<file path="config.mk">
export PLATFORM = sky130hd
export DESIGN_NAME = ser2par_rx
export DESIGN_NICKNAME = d
export VERILOG_FILES = /design/src/rtl/ser2par_rx.sv
export SDC_FILE = /design/constraint.sdc
export NUM_CORES = 1
export LEC_CHECK = 0
export CORE_ASPECT_RATIO = 0.5
export CORE_MARGIN = 10
export CORE_UTILIZATION = 40
export CTS_CLUSTER_DIAMETER = 80
export DETAILED_ROUTE_END_ITERATION = 10
export PLACE_DENSITY_LB_ADDON = 0.3
export SYNTH_ARGS = -nofsm -noshare
export SYNTH_HDL_FRONTEND = slang
export SYNTH_SLANG_ARGS = --single-unit
</file>
<file path="constraint.sdc">
create_clock -name clk -period 2.7 [get_ports clk]
set_input_delay 0.405 -clock clk [delete_from_list [all_inputs] [get_ports clk]]
set_output_delay 0.405 -clock clk [all_outputs]
set_load 0.1 [all_outputs]
</file>
<file path="src/rtl/ser2par_rx.sv">
// Serial-to-parallel receiver: start bit, WIDTH data bits LSB-first, stop bit,
// sampled on clk_en edges, with a valid/ready output handshake.
module ser2par_rx #(
  parameter int unsigned WIDTH = 8
) (
  input  logic             clk,
  input  logic             rst_n,
  input  logic             clk_en,
  input  logic             d_in,
  input  logic             ready,
  output logic [WIDTH-1:0] data,
  output logic             valid,
  output logic             busy,
  output logic             frame_err,
  output logic             overrun
);

  localparam int unsigned CNT_W = (WIDTH > 2) ? $clog2(WIDTH) : 1;

  typedef enum logic [1:0] {IDLE, DATA, STOP} state_t;

  state_t             state_q, state_d;
  logic [CNT_W-1:0]   cnt_q, cnt_d;
  logic [WIDTH-1:0]   shift_q, shift_d;
  logic [WIDTH-1:0]   data_q, data_d;
  logic               valid_q, valid_d;
  logic               busy_q, busy_d;
  logic               frame_err_q, frame_err_d;
  logic               overrun_q, overrun_d;

  // Next-state logic: the handshake runs every cycle, the frame FSM only on clk_en.
  always_comb begin
    state_d     = state_q;
    cnt_d       = cnt_q;
    shift_d     = shift_q;
    data_d      = data_q;
    valid_d     = valid_q;
    overrun_d   = overrun_q;
    frame_err_d = 1'b0;

    if (valid_q && ready) valid_d = 1'b0;

    if (clk_en) begin
      unique case (state_q)
        IDLE: begin
          if (!d_in) begin
            state_d = DATA;
            cnt_d   = '0;
          end
        end
        DATA: begin
          shift_d = {d_in, shift_q[WIDTH-1:1]};
          cnt_d   = cnt_q + CNT_W'(1);
          if (cnt_q == CNT_W'(WIDTH - 1)) state_d = STOP;
        end
        STOP: begin
          state_d = IDLE;
          if (d_in) begin
            // A word consumed on this same edge frees the slot for the new one.
            if (!valid_q || ready) begin
              data_d  = shift_q;
              valid_d = 1'b1;
            end else begin
              overrun_d = 1'b1;
            end
          end else begin
            frame_err_d = 1'b1;
          end
        end
        default: state_d = IDLE;
      endcase
    end

    busy_d = (state_d != IDLE);
  end

  always_ff @(posedge clk or negedge rst_n) begin
    if (!rst_n) begin
      state_q     <= IDLE;
      cnt_q       <= '0;
      shift_q     <= '0;
      data_q      <= '0;
      valid_q     <= 1'b0;
      busy_q      <= 1'b0;
      frame_err_q <= 1'b0;
      overrun_q   <= 1'b0;
    end else begin
      state_q     <= state_d;
      cnt_q       <= cnt_d;
      shift_q     <= shift_d;
      data_q      <= data_d;
      valid_q     <= valid_d;
      busy_q      <= busy_d;
      frame_err_q <= frame_err_d;
      overrun_q   <= overrun_d;
    end
  end

  assign data      = data_q;
  assign valid     = valid_q;
  assign busy      = busy_q;
  assign frame_err = frame_err_q;
  assign overrun   = overrun_q;

endmodule

</file>
==> reports/results.txt <==
Worst hold path class = reg -> reg
Post-detail-place hpwl = 1.35 mm
Clock tree buffer depth = 2
Max stage delay on crit path = 0.59 ns
CP max FO = 8
Seq/Total Area, Yosys = 0.602
Post-synth EDFFs = 0
VDD IR max = 0.000332 V
Hold Buf Count CTS = 0
Routed WL per cell = 14.9 um
Final GP Congestion = 0.720
Antenna cells = 0
First-pass GRT wire length = 3.22 mm
Required @ worst endpoint = 2.86 ns
Status = finished clean
Mean Syn Cell Area = 15.5 um^2
Reg power frac = 0.443
Reg2reg setup slack = 1.08 ns
Setup Viol. Count Final = 0
Tmin final = 1.83 ns
Post-CTS setup repair buffer count = 0
WS Path Type = in -> reg
FF-to-FF Start = state_q[0]
Area Growth Syn to Fin = 20.8%
Final net count = 95
Area of the core = 2340 um^2
Total GRT Usage = 0.0787
Final Skew = 0.00801 ns
Reg2Reg Depth = 3
Total Power = 1.31 mW
Worst Setup End Kind = flip-flop
Port Buffers = 16
Max-slew headroom = 0.607
Initial DRT Pass Iterations = 4
Die ar. = 5160 um^2
Hold Worst Slack = 0.488 ns
Area fraction of the dominant cell type after synthesis = 0.602
Die H = 56.0 um
PwrDens = 1050 nW/um^2
Final period utilization = 0.678
Crit-path cells = clkdlybuf4s50_1 > nand4b_4 > nor2b_2 > mux2_4
Vias = 593
FP Rows = 12
Critical path buffers and inverters = 1
Psw = 0.525 mW
Iter 0 DRT Violations = 18
Top delay family on crit path = simple AND/OR/NAND/NOR gates
Comb pwr share = 0.391
Layout Utilization = 0.536
Initial Util = 0.443
Max Freq = 547 MHz
Final TNS setup = 0 ns
Vias in the first global route = 663
Crit path DAT = 1.99 ns
Unrepaired setup endpoints after global routing = false
Primary FF master, synth = dfrtp_1
Share of layout cells above drive strength 1 = 0.414
Ranking of synthesized cells by area = dfrtp_1 60%, mux2_4 12%, mux2_2 7.6%
Yosys cell types = 23
Mapped Cells = 67
FILL cells = 212
Worst-Margin Slew = 0.587 ns
Worst r2r dst = data[0]
CTS tree = yes
Asr flop ratio synth = 1.00
DRC viols = 0
Slowest CP cell = clkdlybuf4s50_1
Int Pwr = 0.787 mW
Cell Area, Synth = 1040 um^2
Dpl ws = 0.570 ns
Die width = 92.1 um
Max H-tree Level = 1
Min-Delay Path Depth = 1
Via density = 4.86
Max Slew Vio Count = 0
Yosys warns = 0
Worst Setup SP = clk_en
Hold Vio Cnt, Final = 0
Grt total ovfl = 0
Worst-skew pair later-pin latency = 0.27 ns
Crit start category = primary input
Static leakage = 0.617 nW
Min-delay src = overrun
Final WS setup = 0.870 ns
Initial antenna violation count = 0
CTS resizes = 0
Post-synth net total = 74
Dominant cell type by area after synthesis = dfrtp_1
Detail Route Antenna Nets = 0
Clock-pin slew on the worst setup and hold paths = 0.09 ns
Final WL = 1.82 mm
Switching share of power = 0.400
Synthesized flop and latch total = 25
Worst Hold Endpoint = overrun
Largest net degree at the start of global routing = 26
Max cap viols = 0
Total CTS buffers = 3
Root buffer cell = clkbuf_8
# IOs = 17
Clock Power Share = 0.167
CTS sink count = 25
-- power groups by stage --
stage	registers (mW)	clock network, mW	logic [mW]
after CTS	0.583	0.228	0.521
after global placement	0.579	0	0.500
after global routing	0.601	0.243	0.549
after floorplan	0.788	0	0.192
after detailed placement	0.591	0	0.519
final	0.581	0.219	0.513
-- logic make-up after synthesis --
group | count (synthesis) | synth area share
buf+inv | 4 | 0.0217
mux | 17 | 0.213
simple gates | 11 | 0.0868
fa+ha+maj | 2 | 0.0241
compound gates | 8 | 0.0518
flops | 25 | 0.602
-- registers in the layout (all words and copies together), names as in the netlist --
name / count
overrun: 1
busy: 1
state_q: 2
cnt_q: 3
valid: 1
data: 8
frame_err: 1
shift_q: 8
-- metrics by stage --
step,instances,area [um^2]
CTS,122,1250
floorplan,67,1040
global route,122,1250
finish,122,1250
detailed placement,118,1210
global placement,118,1210
-- worst register-to-register path, cell delays in order (launching register included) --
cell and delay [ns]:
dfrtp_1 0.46, nand4b_4 0.21, nor2b_2 0.50, mux2_4 0.35
-- cell usage in the layout (no fill, tap or decap), drive strengths merged --
cell and instances:
a22o 2, a31oi 1, and2 1, buf 13, clkbuf 3, clkdlybuf4s50 4
clkinv 1, dfrtp 25, ha 2, inv 3, mux2 17, nand2 3
nand2b 1, nand3b 1, nand4b 1, nor2 1, nor2b 3, o211ai 1
o21ai 3, o21bai 1
-- layer usage --
metal | up-vias | global-route usage | share of wire
li1 | 275 | - | -
met1 | 302 | 0.0808 | 0.41
met2 | 12 | 0.137 | 0.53
met3 | 4 | 0.0268 | 0.044
met4 | 0 | 0.0455 | 0.022
met5 | - | 0 | 0
-- Yosys cell counts (all sizes together) (2+ instances only) --
master and count:
nand2 3, ha 2, dfrtp 25, a22o 2
mux2 17, nor2b 3, o21ai 3, inv 3
-- worst max path at each step --
stage	end	slack, ns	depth (start not counted)
after floorplan	data[0]	0.90	4
after global placement	data[6]	0.62	4
after detailed placement	data[0]	0.57	4
after CTS	data[0]	0.85	4
after global routing	data[1]	0.77	4
final	data[0]	0.87	4
-- cell type report --
cell class | count | area [um^2] | area share
well taps | 35 | 43.8 | 0.0349
repair buffers | 17 | 138 | 0.110
flip-flops and latches | 25 | 626 | 0.499
clock buffers | 3 | 41.3 | 0.0329
clock inverters | 1 | 5.00 | 0.00399
inverters | 3 | 11.3 | 0.00897
multi-input cells | 38 | 390 | 0.311
(Power assumes the default switching activity.)
